$ cat config.mk
export PLATFORM = sky130hd
export DESIGN_NAME = vedic_adder_sched
export DESIGN_NICKNAME = d
export VERILOG_FILES = /design/src/rtl/vedic_adder_sched.sv
export SDC_FILE = /design/constraint.sdc
export NUM_CORES = 1
export LEC_CHECK = 0
export ABC_CLOCK_PERIOD_IN_PS = 6700
export BUFFER_PORTS_ARGS = -buffer_cell sky130_fd_sc_hd__buf_4
export CAP_MARGIN = 20
export CORE_MARGIN = 1
export CORE_UTILIZATION = 60
export DETAILED_ROUTE_END_ITERATION = 12
export HOLD_SLACK_MARGIN = 0.02
export PLACE_DENSITY_LB_ADDON = 0.25
export SETUP_SLACK_MARGIN = 0.5
export SYNTH_ARGS = -nofsm -noshare
export SYNTH_HDL_FRONTEND = slang
export SYNTH_SLANG_ARGS = --single-unit
$ cat constraint.sdc
create_clock -name clk -period 6.7 [get_ports clk]
set_input_delay 0.335 -clock clk [delete_from_list [all_inputs] [get_ports clk]]
set_output_delay 0.335 -clock clk [all_outputs]
set_load 0.03 [all_outputs]
$ cat src/rtl/vedic_adder_sched.sv
// vedic_adder_sched: time-shares one external combinational N-bit adder
// between an 8x8 Vedic multiply channel (three adder passes) and a plain
// N-bit add channel (one pass). Round-robin arbitration in IDLE.
//
// Handshake rule used on every port pair: a transfer happens on the rising
// edge where valid and ready are both high; a producer holds valid and data
// stable until that edge, and ready never depends on valid.
module vedic_adder_sched #(
  parameter int N         = 12,
  parameter bit MUL_FIRST = 1'b1
) (
  input  logic         clk,
  input  logic         rst,
  input  logic         mul_valid,
  output logic         mul_ready,
  input  logic [7:0]   mul_a,
  input  logic [7:0]   mul_b,
  input  logic         add_valid,
  output logic         add_ready,
  input  logic [N-1:0] add_x,
  input  logic [N-1:0] add_y,
  output logic         mul_out_valid,
  input  logic         mul_out_ready,
  output logic [15:0]  mul_product,
  output logic         add_out_valid,
  input  logic         add_out_ready,
  output logic [N-1:0] add_sum,
  output logic [N-1:0] adder_in1,
  output logic [N-1:0] adder_in2,
  input  logic [N-1:0] adder_answer,
  output logic [2:0]   dbg_state
);

  localparam logic [2:0] S_IDLE   = 3'd0;
  localparam logic [2:0] S_M1     = 3'd1;
  localparam logic [2:0] S_M2     = 3'd2;
  localparam logic [2:0] S_M3     = 3'd3;
  localparam logic [2:0] S_A1     = 3'd4;
  localparam logic [2:0] S_WAIT_M = 3'd5;
  localparam logic [2:0] S_WAIT_A = 3'd6;

  // 2x2 Urdhva-Tiryagbhyam (vertical and crosswise) multiplier.
  function automatic logic [3:0] vedic2x2(input logic [1:0] a, input logic [1:0] b);
    logic       cross_c;
    logic [3:0] p;
    p[0]    = a[0] & b[0];
    p[1]    = (a[1] & b[0]) ^ (a[0] & b[1]);
    cross_c = (a[1] & b[0]) & (a[0] & b[1]);
    p[2]    = (a[1] & b[1]) ^ cross_c;
    p[3]    = (a[1] & b[1]) & cross_c;
    return p;
  endfunction

  // 4x4 Vedic multiplier assembled from four 2x2 blocks.
  function automatic logic [7:0] vedic4x4(input logic [3:0] a, input logic [3:0] b);
    logic [3:0] q0, q1, q2, q3;
    q0 = vedic2x2(a[1:0], b[1:0]);
    q1 = vedic2x2(a[3:2], b[1:0]);
    q2 = vedic2x2(a[1:0], b[3:2]);
    q3 = vedic2x2(a[3:2], b[3:2]);
    return {4'h0, q0} + ({4'h0, q1} << 2) + ({4'h0, q2} << 2) + ({4'h0, q3} << 4);
  endfunction

  logic [2:0]   state_q, state_d;
  logic         ptr_q, ptr_d;          // 1: multiply channel holds priority
  logic [3:0]   al_q, al_d, ah_q, ah_d, bl_q, bl_d, bh_q, bh_d;
  logic [N-1:0] x_q, x_d, y_q, y_d;
  logic [11:0]  t_q, t_d;              // multiply accumulator, max 4064
  logic [15:0]  mul_product_q, mul_product_d;
  logic         mul_out_valid_q, mul_out_valid_d;
  logic [N-1:0] add_sum_q, add_sum_d;
  logic         add_out_valid_q, add_out_valid_d;

  logic [7:0]   pp0, pp1, pp2, pp3;
  logic         grant_mul, grant_add;

  assign pp0 = vedic4x4(al_q, bl_q);
  assign pp1 = vedic4x4(ah_q, bl_q);
  assign pp2 = vedic4x4(al_q, bh_q);
  assign pp3 = vedic4x4(ah_q, bh_q);

  // Ready only in IDLE; held low while reset is asserted so every output is 0.
  assign mul_ready = (state_q == S_IDLE) && !rst;
  assign add_ready = (state_q == S_IDLE) && !rst;

  // Round-robin: a lone request wins, a tie goes to the pointer's channel.
  assign grant_mul = mul_ready && mul_valid && (!add_valid || ptr_q);
  assign grant_add = add_ready && add_valid && (!mul_valid || !ptr_q);

  assign mul_product   = mul_product_q;
  assign mul_out_valid = mul_out_valid_q;
  assign add_sum       = add_sum_q;
  assign add_out_valid = add_out_valid_q;
  assign dbg_state     = state_q;

  // Shared adder operand mux; operands are zero-extended, idle/wait drive 0.
  always_comb begin
    adder_in1 = '0;
    adder_in2 = '0;
    case (state_q)
      S_M1: begin
        adder_in1[7:0] = pp1;
        adder_in2[7:0] = pp2;
      end
      S_M2: begin
        adder_in1[11:0] = t_q;
        adder_in2[3:0]  = pp0[7:4];
      end
      S_M3: begin
        adder_in1[11:0] = t_q;
        adder_in2[11:0] = {pp3, 4'h0};
      end
      S_A1: begin
        adder_in1 = x_q;
        adder_in2 = y_q;
      end
      default: ;
    endcase
  end

  // Next-state logic: arbitration, pass sequencing and result handshakes.
  always_comb begin
    state_d         = state_q;
    ptr_d           = ptr_q;
    al_d            = al_q;
    ah_d            = ah_q;
    bl_d            = bl_q;
    bh_d            = bh_q;
    x_d             = x_q;
    y_d             = y_q;
    t_d             = t_q;
    mul_product_d   = mul_product_q;
    mul_out_valid_d = mul_out_valid_q;
    add_sum_d       = add_sum_q;
    add_out_valid_d = add_out_valid_q;
    case (state_q)
      S_IDLE: begin
        if (grant_mul) begin
          al_d    = mul_a[3:0];
          ah_d    = mul_a[7:4];
          bl_d    = mul_b[3:0];
          bh_d    = mul_b[7:4];
          ptr_d   = 1'b0;
          state_d = S_M1;
        end else if (grant_add) begin
          x_d     = add_x;
          y_d     = add_y;
          ptr_d   = 1'b1;
          state_d = S_A1;
        end
      end
      S_M1: begin
        t_d     = adder_answer[11:0];
        state_d = S_M2;
      end
      S_M2: begin
        t_d     = adder_answer[11:0];
        state_d = S_M3;
      end
      S_M3: begin
        t_d             = adder_answer[11:0];
        mul_product_d   = {adder_answer[11:0], pp0[3:0]};
        mul_out_valid_d = 1'b1;
        state_d         = S_WAIT_M;
      end
      S_A1: begin
        add_sum_d       = adder_answer;
        add_out_valid_d = 1'b1;
        state_d         = S_WAIT_A;
      end
      S_WAIT_M: begin
        if (mul_out_ready) begin
          mul_out_valid_d = 1'b0;
          state_d         = S_IDLE;
        end
      end
      S_WAIT_A: begin
        if (add_out_ready) begin
          add_out_valid_d = 1'b0;
          state_d         = S_IDLE;
        end
      end
      default: state_d = S_IDLE;
    endcase
  end

  // State and datapath registers; reset discards any operation in flight.
  always_ff @(posedge clk or posedge rst) begin
    if (rst) begin
      state_q         <= S_IDLE;
      ptr_q           <= MUL_FIRST;
      al_q            <= '0;
      ah_q            <= '0;
      bl_q            <= '0;
      bh_q            <= '0;
      x_q             <= '0;
      y_q             <= '0;
      t_q             <= '0;
      mul_product_q   <= '0;
      mul_out_valid_q <= 1'b0;
      add_sum_q       <= '0;
      add_out_valid_q <= 1'b0;
    end else begin
      state_q         <= state_d;
      ptr_q           <= ptr_d;
      al_q            <= al_d;
      ah_q            <= ah_d;
      bl_q            <= bl_d;
      bh_q            <= bh_d;
      x_q             <= x_d;
      y_q             <= y_d;
      t_q             <= t_d;
      mul_product_q   <= mul_product_d;
      mul_out_valid_q <= mul_out_valid_d;
      add_sum_q       <= add_sum_d;
      add_out_valid_q <= add_out_valid_d;
    end
  end

endmodule

# Yosys cells after proc, flatten, opt, wreduce, memory -nomap -nowiden
# Index checks and enable logic that the tools add are counted.
# W data, S select, Z words.
classes:
  order_cmp: 0
  reduce_logical: 23
  div: 0
  n_shift: 0
  muxes: 16
  n_bitwise: 129
  n_mul: 0
  n_addsub: 12
  n_eq_ne: 9
op_table:
  columns: ["operator", "n"]
  rows:
  - ["$and A1 B1 Y1", 96]
  - ["$add A7 B6 Y8", 4]
  - ["$add A8 B8 Y8", 4]
  - ["$xor A1 B1 Y1", 32]
  - ["$add A4 B6 Y7", 4]
  - ["$pmux W4 S3", 2]
  - ["$pmux W8 S3", 1]
  - ["$pmux W3 S7", 1]
  - ["$pmux W4 S2", 2]
  - ["$mux W3", 4]
  - ["$eq A3 B3 Y1 const B", 3]
  - ["$reduce_and A2 Y1", 4]
  - ["$eq A3 B2 Y1 const B", 2]
  - ["$reduce_and A3 Y1", 2]
  - ["$reduce_bool A2 Y1", 3]
  - ["$logic_and A1 B1 Y1", 5]
  - ["$logic_not A1 Y1", 4]
  - ["$mux W1", 4]
  - ["$ne A2 B2 Y1 const B", 2]
  - ["$pmux W1 S2", 2]
  - ["$eq A3 B1 Y1 const B", 1]
  - ["$logic_not A3 Y1", 1]
  - ["$ne A3 B3 Y1 const B", 1]
  - ["$reduce_or A3 Y1", 1]
  - ["other kinds (3)", 4]
word_totals:
  input_bits: 58
  regBits: 86
  rom_bits: 0
  wordCells: 202
  output_inout_bits: 59
  ram_bits: 0
  latch_bits: 0
  memories: 0

# Logic depth before layout (Yosys ltp)
# Gate-level depths: netlist (run 1).
depth:
  ltp_word: 7
  ltp_mapped: 13
  ltp_nobuf: 13

# Worst setup path after synthesis (run 1)
# No wires, ideal clock.
synth_path:
  path_type: "reg2out"
  startpoint: "register bh_q[0]"
  endpoint: "output port adder_in2[7]"
  required_time_ns: 6.365
  setup_slack_ns: 3.162
  arrival_ns: 3.203
  stages_incl_launch_ff: 12
  path_buffers: 0
  path_cell_list: "dfrtp_1 -> and2_1 -> ha_1 -> ha_1 -> inv_1 -> fa_1 -> inv_1 -> fa_1 -> a21o_1 -> a21oi_1 -> xor2_1 -> o21ai_0"
synth_via:
  elab_chain_cells: 7
  elab_cells_between_ends: 28
  classes_between: "add/sub: 6; mux: 1; bitwise: 21"
synth_lines:
  columns: ["item", "line", "rtl"]
  rows:
  - ["start, declared", "66", "logic [3:0] al_q, al_d, ah_q, ah_d, bl_q, bl_d, bh_q, bh_d;"]
  - ["start signal, assigned", "209", "bh_q <= bh_d;"]
  - ["$and A1 B1 Y1", "47, 48", null]
  - ["$and A1 B1 Y1", "48", "cross_c = (a[1] & b[0]) & (a[0] & b[1]);"]
  - ["$xor A1 B1 Y1 / $and A1 B1 Y1 (equally long branches)", "49, 50", null]
  - ["$add A4 B6 Y7", "61", "return {4'h0, q0} + ({4'h0, q1} << 2) + ({4'h0, q2} << 2) + ({4'h0, q3} << 4);"]
  - ["$add A7 B6 Y8", "61", null]
  - ["$add A8 B8 Y8", "61", null]
  - ["$pmux W4 S3 (*)", "100", "case (state_q)"]
  - ["end, declared", "29", "output logic [N-1:0] adder_in2,"]
# Mark *: on every way between the ends. The rest lies on a longest branch, timed or not.

# Worst setup path after layout (run 1)
layout_path:
  startpoint: "register bl_q[0]"
  endpoint: "output port adder_in1[7]"
layout_via:
  elab_chain_cells: 7
  elab_cells_between_ends: 16
  classes_between: "add/sub: 3; mux: 1; bitwise: 12"
layout_lines:
  columns: ["item", "line", "rtl"]
  rows:
  - ["start, declared", "66", null]
  - ["start signal, assigned", "208", "bl_q <= bl_d;"]
  - ["$and A1 B1 Y1", "47, 48", null]
  - ["$and A1 B1 Y1", "48", null]
  - ["$xor A1 B1 Y1 / $and A1 B1 Y1 (equally long branches)", "49, 50", null]
  - ["$add A4 B6 Y7 (*)", "61", null]
  - ["$add A7 B6 Y8 (*)", "61", null]
  - ["$add A8 B8 Y8 (*)", "61", null]
  - ["$pmux W8 S3 (*)", "100", null]
  - ["end, declared", "28", "output logic [N-1:0] adder_in1,"]
# Marked as above.

==> metrics.yaml, run 1 <==
synthesis:
  ys_dominant_reg_cell: "dfrtp_1"
  synth-seq-cells: 86
  netlist-cell-type-count: 36
  synth_area_leaders: "dfrtp_1 (38%), ha_1 (11%), mux2_2 (9.0%)"
  synth_top_area_cell: "dfrtp_1"
  synth-async-reset-ratio_pct: 100
  synth_common_cells: "dfrtp_1 (85), nand2_1 (83), inv_1 (66)"
  ys_seq_area_share_pct: 38.2
  synthCells: 548
  syn-cell-area_sq_mm: 0.00564
  netlist.area_leader.share_pct: 37.7
  synth-edff-count: 0
  syn_avg_cell_area_sq_um: 10.3
  synth_most_common_cell: "dfrtp_1"
  synthesis.nets: 674
  yosys_warnings: 0
sta:
  fmax_mhz: 258
  max-slew-margin-rel_pct: 37.2
  setup-violations-final: 0
  fin_ws_ns: 2.83
  skew_ns: 0.0111
  fin_tns_setup_ns: 0
  rsz0062_at_grt: "no"
  hold_viol_final: 0
  post-route-period-util_pct: 57.8
  finalCriticalPeriod_ns: 3.87
  maxSlewViolCount: 0
  worstMarginPinSlew_ns: 0.941
die:
  rows: 35
  initial_utilization_pct: 61.6
  core_area_sq_mm: 0.00915
  die_area_sq_mm: 0.00979
  die_h_um: 98.9
  io_pins: 117
  fp.dieW_um: 98.9
worst_setup_path:
  cp.arrival_ns: 3.54
  crit_chain: "and2_1 > ha_1 > ha_1 > inv_1 > fa_1 > inv_1 > fa_1 > a21o_1 > a21oi_1 > xor2_1 > o21ai_0 > buf_4"
  cpMaxStageDelayCell: "fa_1"
  criticalPathCategory: "register to output port"
  endpoint_kind: "output port"
  crit_path_max_fanout: 9
  cpPeakStageDelay_ns: 0.53
  required_ns: 6.36
  start_kind: "register"
final_layout:
  seqCellArea_sq_mm: 0.00215
  multi_input_area_sq_mm: 0.00310
  nets: 786
  final_cells: 776
  num_antenna_cells: 0
  drive_gt1_share_pct: 31.1
  nFillCells: 647
  final_core_util_pct: 73.9
  syn2layout_area_growth_pct: 20.0
route:
  wl_met3_um: 549
  vias: 4219
  drt-initial-drc-count: 142
  wl_per_cell_um: 16.7
  drc: 0
  drt-met1-wl_um: 5560
  drt_wl_total_um: 13000
  routed-wl-met2_um: 6660
  via_per_inst: 5.44
  maxUsedRoutingLayer: "met4"
  drtPass1Iterations: 4
  ant_nets: 0
placed_design:
  dp.cells: 759
  dp_slack_ns: 3.25
  dp_hpwl_um: 9560
  portBuffers: 116
  place_congestion: 0.839
global_route:
  grt_pass1_vias: 4339
  grtUsageTotal_pct: 27.9
  grt_start_max_net_pins: 75
  grt_pass1_wl_um: 20900
  antenna_found_initial: 0
  grt_overflow: 0
clocking:
  cts_root_buf: "clkbuf_8"
  htreeDepth: 3
  tritoncts: "built"
  clk_latency_ns: 0.37
  clk_pin_slew_worst_paths_ns: 0.09
  cts_max_path_buffers: 2
  post_cts_buffers: 0
  cts_sinks: 86
  cts_buffers: 9
outcome:
  status: "finished, final reports clean"
power:
  p_leak_nw: 3.59
  pwr_density_cell_mw_per_mm2: 524
  ir_worst_vdd_mv: 0.315
run:
  drv_cap: 0
hold_path:
  hold_path.class: "input port to register"
-- metal layers --
metal | track usage, % | up-vias
met4 | 8.38 | 0
li1 | - | 2008
met2 | 49.0 | 118
met3 | 4.96 | 17
met5 | 0 | -
met1 | 35.1 | 2076
-- what timing repair did --
| action | CTS | global route |
|---|---|---|
| endpoints found under the hold margin | 11 | 0 |
| resized for setup | 0 | 0 |
| hold buffers | 1 | 0 |
-- state kept, by name, summed over array words and instances, names as in the netlist --
signal / flops
add_sum: 12
bh_q: 4
y_q: 12
mul_product: 16
mul_out_valid: 1
add_out_valid: 1
t_q: 12
bl_q: 4
ah_q: 4
x_q: 12
dbg_state: 3
ptr_q: 1
al_q: 4
-- per-stage QoR --
stage               hold slack [ns]  area [sq um]  power, mW
finish                        0.175          6760       3.54
global route                  0.174          6760       3.81
CTS                           0.163          6760       3.56
detailed placement            0.285          6560       3.17
global placement              0.289          6560       3.11
floorplan                     0.440          5640       2.49
-- where the power goes --
part | switching (mW) | total (mW) | internal [mW]
sequential | 0.249 | 1.03 | 0.779
clock | 0.198 | 0.372 | 0.173
combinational | 1.22 | 2.14 | 0.928
-- layout make-up --
class | instances | area share (%)
clock buffers | 11 | 1.94
clock inverters | 5 | 0.888
inverters | 66 | 3.68
multi-input cells | 374 | 45.9
flip-flops and latches | 86 | 31.8
well taps | 111 | 2.05
repair buffers | 123 | 13.7
-- worst max-delay path, delay by kind of cell (launching register included) --
kind	cells	cell delay [ns]
compound gates	3	0.60
flops	1	0.49
xor+xnor	1	0.09
buf+inv	3	0.34
simple gates	1	0.21
fa+ha+maj	4	1.44
-- cell families after synthesis --
logic type	Yosys count	share of synthesized area [%]
compound gates	66	7.12
xor+xnor	12	1.86
fa+ha+maj	68	17.8
buf+inv	88	6.79
flops	86	38.2
mux	64	14.0
simple gates	164	14.2
-- cell usage in the layout, fill, tap and decap left out, types with 2 or more instances in the layout --
cell / instances
a32oi_1: 4
clkbuf_8: 9
nor2b_1: 4
clkinv_4: 2
inv_1: 65
clkbuf_1: 2
dfrtp_1: 85
nand3_1: 5
xor2_1: 9
clkinv_2: 2
a21o_1: 9
ha_1: 48
nand2_1: 83
a21oi_1: 16
nand2b_1: 5
xnor2_1: 3
buf_4: 122
o21ai_0: 25
mux2_4: 19
and2_1: 50
mux2_2: 45
fa_1: 20
a22oi_1: 7
nor2_1: 11
-- final timing paths --
kind / from / endpoint / cells after the start / slack (ns)
min in group asynchronous: rst / y_q[11] / 3 / 0.46
max reg2reg: dbg_state[0] / add_sum[7] / 4 / 4.34
max in group asynchronous: rst / x_q[3] / 4 / 5.06
min reg2reg: mul_product[14] / mul_product[14] / 2 / 0.48
min: adder_answer[7] / mul_product[11] / 3 / 0.17
max: bl_q[0] / adder_in1[7] / 12 / 2.83
Power figures use the tool's default switching activity.
==> run 2, diff against run 1 <==
--- a/config.mk
+++ b/config.mk
@@ -5,11 +5,12 @@
 export SDC_FILE = /design/constraint.sdc
 export NUM_CORES = 1
 export LEC_CHECK = 0
-export ABC_CLOCK_PERIOD_IN_PS = 6700
+export ABC_AREA = 1
+export ABC_CLOCK_PERIOD_IN_PS = 3900
 export BUFFER_PORTS_ARGS = -buffer_cell sky130_fd_sc_hd__buf_4
 export CAP_MARGIN = 20
 export CORE_MARGIN = 1
-export CORE_UTILIZATION = 60
+export CORE_UTILIZATION = 56
 export DETAILED_ROUTE_END_ITERATION = 12
 export HOLD_SLACK_MARGIN = 0.02
 export PLACE_DENSITY_LB_ADDON = 0.25
==> constraint.sdc (replaced) <==
create_clock -name clk -period 3.9 [get_ports clk]
set_input_delay 0.195 -clock clk [delete_from_list [all_inputs] [get_ports clk]]
set_output_delay 0.195 -clock clk [all_outputs]
set_load 0.03 [all_outputs]
==> run 2 against run 1 <==
  * Hold slack lost 0.15 ns
  * Sequential cell count is the same
  * Non-clock buffer count grew 25
  * Synthesized area grew 0.84%
  * Critical path depth grew 3
  * Die area grew 7.9%
  * Clock-buffer cell count shrank 1
  * Setup slack lost 2.3 ns
  * Cell count grew 28%
  * Sequential share of layout area shrank 2.1 points
  * Largest power group unchanged
  * Highest routed layer unchanged
==> metrics.yaml, run 2 <==
die:
  initial_utilization_pct: 57.9
  io_pins: 117
  die_area_sq_mm: 0.0106
  fp.dieW_um: 103
  rows: 36
  core_area_sq_mm: 0.00982
  die_h_um: 103
synthesis:
  synth_area_leaders: "dfrtp_1 (37%), nand2_1 (15%), ha_1 (11%)"
  syn-cell-area_sq_mm: 0.00569
  synthesis.nets: 858
  ys_seq_area_share_pct: 37.9
  netlist.area_leader.share_pct: 37.4
  syn_avg_cell_area_sq_um: 7.77
  netlist-cell-type-count: 36
  synth_common_cells: "nand2_1 (229), inv_1 (158), dfrtp_1 (85)"
  ys_dominant_reg_cell: "dfrtp_1"
  synthCells: 732
  synth_most_common_cell: "nand2_1"
  synth_top_area_cell: "dfrtp_1"
  synth-edff-count: 0
  synth-seq-cells: 86
  synth-async-reset-ratio_pct: 100
  yosys_warnings: 0
sta:
  hold_ws_ns: 0.0198
  worstMarginPinSlew_ns: 0.822
  fmax_mhz: 297
  fin_ws_ns: 0.538
  skew_ns: 0.0108
  finalCriticalPeriod_ns: 3.36
  rsz0062_at_grt: "yes"
  hold_viol_final: 0
  fin_tns_setup_ns: 0
  max-slew-margin-rel_pct: 45.1
  maxSlewViolCount: 0
  setup-violations-final: 0
  post-route-period-util_pct: 86.2
final_layout:
  largest_reg_flops: 16
  drive_gt1_share_pct: 29.2
  final_core_util_pct: 74.4
  syn2layout_area_growth_pct: 28.4
  nets: 982
  num_antenna_cells: 0
  layout_commonest_cell: "nand2_1"
  final_cell_mix: "nand2_1 (221), inv_1 (142), buf_4 (133), dfrtp_1 (69), o21ai_0 (61)"
  nFillCells: 736
worst_setup_path:
  criticalPathCategory: "register to output port"
  crit_path_max_fanout: 7
  cpMaxStageDelayCell: "fa_1"
  cp.arrival_ns: 3.17
  endpoint_kind: "output port"
  cp_top_family: "adder cells"
  start_kind: "register"
  required_ns: 3.70
  cp_num_buf_inv: 5
  cpPeakStageDelay_ns: 0.50
  crit_chain: "buf_12 > nand2_1 > inv_1 > ha_4 > ha_1 > inv_1 > fa_1 > inv_2 > fa_2 > nand3_2 > nand2_2 > a21oi_2 > o21ai_1 > nand2_1 > buf_6"
power:
  pwr_density_cell_mw_per_mm2: 825
  ir_worst_vdd_mv: 0.748
  p_total_mw: 6.02
  p_int_mw: 3.11
  clockPowerShare_pct: 12.2
  pwr-share-comb_pct: 59.2
  p_leak_nw: 4.14
  power.net_switching_mw: 2.92
  p_sw_share_pct: 48.4
  p_seq_share_pct: 28.5
route:
  via_per_inst: 5.14
  ant_nets: 0
  wl_per_cell_um: 15.5
  drt_wl_total_um: 15400
  drtPass1Iterations: 5
  drc: 0
  drt-initial-drc-count: 270
  vias: 5107
clocking:
  cts_buffers: 9
  cts_sinks: 86
  clk_pin_slew_worst_paths_ns: 0.09
  htreeDepth: 3
  clk_latency_ns: 0.37
  tritoncts: "built"
  cts_max_path_buffers: 2
  cts_root_buf: "clkbuf_8"
outcome:
  status: "finished, final reports clean"
global_route:
  grt_start_max_net_pins: 46
  grt_overflow: 0
  grt_pass1_vias: 4931
  antenna_found_initial: 0
  grtUsageTotal_pct: 29.1
  grt_pass1_wl_um: 23100
placed_design:
  portBuffers: 116
  dp_hpwl_um: 10600
  dp_slack_ns: 0.781
  place_congestion: 0.876
hold_path:
  hold_path.class: "input port to asynchronous set/reset pin"
run:
  drv_cap: 0
## run 2: changes by cell type after synthesis, moves of 14 or more
cell and change:
and2_1 -50, inv_1 +92, mux2_2 -45, mux2_4 -19, nand2_1 +146, o21ai_0 +38
o21ai_1 +14
## run 2: repair_timing
action                                  CTS  global route
setup buffers                             7            21
hold buffers                              1             0
pin swaps                                 0            29
resized for setup                        18            76
endpoints found under the setup margin    7            11
endpoints found under the hold margin     1             0
## run 2: per-layer routing
layer	wire length, um	global-route usage (%)	share of wire (%)
met1	6390	36.2	42
met2	7680	50.5	50
met3	919	5.08	6.0
met4	368	11.8	2.4
met5	0	0	0
## run 2: per-stage QoR
stage / instance area (sq um) / std cells
after floorplan: 5690 / 732
after global placement: 6560 / 949
after detailed placement: 6560 / 949
after CTS: 6870 / 973
after global routing: 7300 / 994
final: 7300 / 994
## run 2: worst paths after layout
check,from,to,slack [ns],cells past startpoint
worst max-delay path,bh_q[3],adder_in2[11],0.54,15
worst min-delay path,rst,y_q[8],0.02,3
worst max register to register,dbg_state[1],mul_product[2],1.74,6
worst min register to register,t_q[5],t_q[5],0.49,2
max in group asynchronous,rst,ptr_q,2.89,4
min in group clk,add_y[7],y_q[7],0.02,3
## run 2: area by class of cell
class,count,area (sq um),area share [%]
timing repair buffer,148,1160,15.9
clock buffer,10,138,1.89
multi-input combinational,448,2950,40.4
inverter,163,618,8.47
sequential,86,2170,29.8
clock inverter,6,91.3,1.25
tap,133,166,2.28
## run 2: logic make-up (layout without fill, tap and decap cells)
logic type | after synthesis | in the layout | share of synthesized area [%]
adder cells (fa/ha/maj) | 68 | 68 | 17.6
AND/OR/NAND/NOR | 268 | 268 | 19.4
flip-flops | 86 | 86 | 37.9
buffers and inverters | 198 | 327 | 14.2
XOR/XNOR | 2 | 2 | 0.308
AO/OA/AOI/OAI | 110 | 110 | 10.6
## run 2: tightest hold or removal path, cell delays in order
cell and delay (ns):
buf_4 0.11, clkinv_2 0.07, buf_4 0.47
## run 2: power by group through the flow
stage	registers [mW]	clock network [mW]	logic (mW)
global route	1.77	0.779	3.94
CTS	1.71	0.733	3.15
floorplan	1.83	0	1.97
detailed placement	1.73	0	3.05
global placement	1.70	0	2.97
finish	1.72	0.737	3.57
==> run 3, diff against run 2 <==
--- a/config.mk
+++ b/config.mk
@@ -6,14 +6,17 @@
 export NUM_CORES = 1
 export LEC_CHECK = 0
 export ABC_AREA = 1
-export ABC_CLOCK_PERIOD_IN_PS = 3900
+export ABC_CLOCK_PERIOD_IN_PS = 2700
 export BUFFER_PORTS_ARGS = -buffer_cell sky130_fd_sc_hd__buf_4
 export CAP_MARGIN = 20
+export CELL_PAD_IN_SITES_DETAIL_PLACEMENT = 0
+export CELL_PAD_IN_SITES_GLOBAL_PLACEMENT = 2
 export CORE_MARGIN = 1
-export CORE_UTILIZATION = 56
+export CORE_UTILIZATION = 29
 export DETAILED_ROUTE_END_ITERATION = 12
 export HOLD_SLACK_MARGIN = 0.02
 export PLACE_DENSITY_LB_ADDON = 0.25
+export RECOVER_POWER = 25
 export SETUP_SLACK_MARGIN = 0.5
 export SYNTH_ARGS = -nofsm -noshare
 export SYNTH_HDL_FRONTEND = slang
==> constraint.sdc (replaced) <==
create_clock -name clk -period 2.7 [get_ports clk]
set_input_delay 0.135 -clock clk [delete_from_list [all_inputs] [get_ports clk]]
set_output_delay 0.135 -clock clk [all_outputs]
set_load 0.03 [all_outputs]
==> run 3 against run 2 <==
  * The run now ends with negative setup slack left
  * Largest cell class unchanged
  * Sequential cell count unchanged
  * Hold slack got worse by 0.0042 ns
  * Critical path type unchanged
  * Utilization shrank 29 points
  * Clock power grew 82%
  * Critical path depth unchanged
  * Largest power group unchanged
  * Cell count up 20%
  * Non-clock buffer count up 68
  * Sequential power increased by 42%
  * Setup slack lost 1.1 ns
  * First-iteration DRC count is 37% lower
  * Combinational power up 69%
==> metrics.yaml, run 3 (same netlist as run 2, synthesis figures left out) <==
route:
  vias: 5231
  drt-initial-drc-count: 169
  ant_nets: 0
  via_per_inst: 4.40
  wl_per_cell_um: 14.5
  drc: 0
  drtPass1Iterations: 4
  drt_wl_total_um: 17200
global_route:
  grt_start_max_net_pins: 68
  grt_pass1_wl_um: 28100
  grt_pass1_vias: 5644
  grt_overflow: 0
  grtUsageTotal_pct: 18.0
  antenna_found_initial: 0
final_layout:
  syn2layout_area_growth_pct: 50.7
  layout_commonest_cell: "nand2_1"
  final_area_sq_mm: 0.00857
  drive_gt1_share_pct: 36.3
  final_cells: 1190
  seqCellArea_sq_mm: 0.00217
  multi_input_area_sq_mm: 0.00345
  num_antenna_cells: 0
  final_core_util_pct: 45.2
  nets: 1051
  nFillCells: 1912
  final_cell_mix: "nand2_1 (201), buf_4 (120), inv_1 (111), dfrtp_1 (73), inv_2 (49)"
  largest_reg_flops: 16
placed_design:
  place_congestion: 0.788
  portBuffers: 116
  dp.cells: 1113
  placed_area_sq_mm: 0.00727
  dp_slack_ns: -0.257
  dp_hpwl_um: 12700
worst_setup_path:
  crit_chain: "buf_6 > nand2_2 > inv_2 > ha_4 > inv_2 > fa_1 > inv_2 > ha_4 > fa_2 > nand3_2 > nand2_2 > or2_4 > nand3_4 > nand3_4 > buf_6"
  cpPeakStageDelay_ns: 0.51
  criticalPathCategory: "register to output port"
  crit_start: "bh_q[0]"
  r2r_start: "dbg_state[1]"
  required_ns: 2.57
  path_common_cell: "inv_2"
  cpMaxStageDelayCell: "fa_1"
  start_kind: "register"
  cp.arrival_ns: 3.09
  endpoint_kind: "output port"
  cp_num_buf_inv: 5
  crit_path_max_fanout: 4
  cp_top_family: "adder cells"
power:
  p_leak_nw: 4.33
  pwr_density_cell_mw_per_mm2: 1150
  ir_worst_vdd_mv: 0.552
  p_total_mw: 9.82
outcome:
  status: "complete, but fails checks"
  failed_checks: "negative setup slack"
clocking:
  cts_max_path_buffers: 2
  cts_root_buf: "clkbuf_16"
  htreeDepth: 3
  tritoncts: "built"
  cts_sinks: 86
  clk_pin_slew_worst_paths_ns: 0.07
  cts_buffers: 9
  clk_latency_ns: 0.35
sta:
  post-route-period-util_pct: 119
  hold_viol_final: 0
  worstMarginPinSlew_ns: 0.905
  rsz0062_at_grt: "yes"
  skew_ns: 0.00954
  hold_ws_ns: 0.0156
  maxSlewViolCount: 0
  fin_tns_setup_ns: -6.37
  setup-violations-final: 16
  max-slew-margin-rel_pct: 39.7
  fin_ws_ns: -0.526
  fmax_mhz: 310
  finalCriticalPeriod_ns: 3.23
die:
  io_pins: 117
  rows: 50
  core_area_sq_mm: 0.0190
  initial_utilization_pct: 30.0
  fp.dieW_um: 142
  die_h_um: 142
  die_area_sq_mm: 0.0202
hold_path:
  hold_path.class: "input port to register"
  min-delay-start: "mul_a[7]"
run:
  drv_cap: 0
==> run 3: report_power, final <==
group          leakage, nW  total [mW]  switching [mW]  internal (mW)
logic                 3.14        6.04            3.61           2.42
clock network        0.151        1.34           0.602          0.741
registers             1.04        2.44           0.502           1.94
==> run 3: cell type report <==
| class | instances | share of cell area [%] |
|---|---|---|
| sequential | 86 | 25.3 |
| timing repair buffer | 216 | 19.6 |
| tap | 260 | 3.80 |
| inverter | 163 | 7.33 |
| multi-input combinational | 448 | 40.2 |
| clock buffer | 9 | 2.63 |
| timing repair inverter | 1 | 0.0584 |
| clock inverter | 7 | 1.07 |
==> run 3: final timing paths <==
kind                            cells after the start            to  slack, ns
worst min-delay path                                3       ah_q[3]       0.02
worst min register to register                      2   add_sum[11]       0.49
worst max-delay path                               15  adder_in2[7]      -0.53
worst max register to register                      6        y_q[2]       0.72
max in group asynchronous                           4       bh_q[1]       0.83
min in group asynchronous                           3        y_q[8]       0.54
==> run 3: worst register-to-register path: cells and delay by family (launching register included) <==
kind,cells,cell delay (ns)
and+or+nand+nor,4,0.95
AOI/OAI and AO/OA,1,0.10
DFF,1,0.46
buffers and inverters,1,0.40
==> run 3: layer usage <==
| layer | vias to the layer above | track usage [%] | wire (um) |
|---|---|---|---|
| li1 | 2606 | - | - |
| met5 | - | 0 | 0 |
| met4 | 0 | 4.41 | 197 |
| met2 | 82 | 32.4 | 8660 |
| met3 | 14 | 2.93 | 422 |
| met1 | 2529 | 22.3 | 7960 |
==> run 3: what timing repair did <==
item | in CTS | in global routing
setup endpoints to repair | 18 | 39
hold endpoints to repair | 55 | 0
gates resized for setup | 85 | 66
gates cloned | 0 | 1
hold buffers | 38 | 0
setup buffers | 16 | 6
pin swaps | 58 | 39
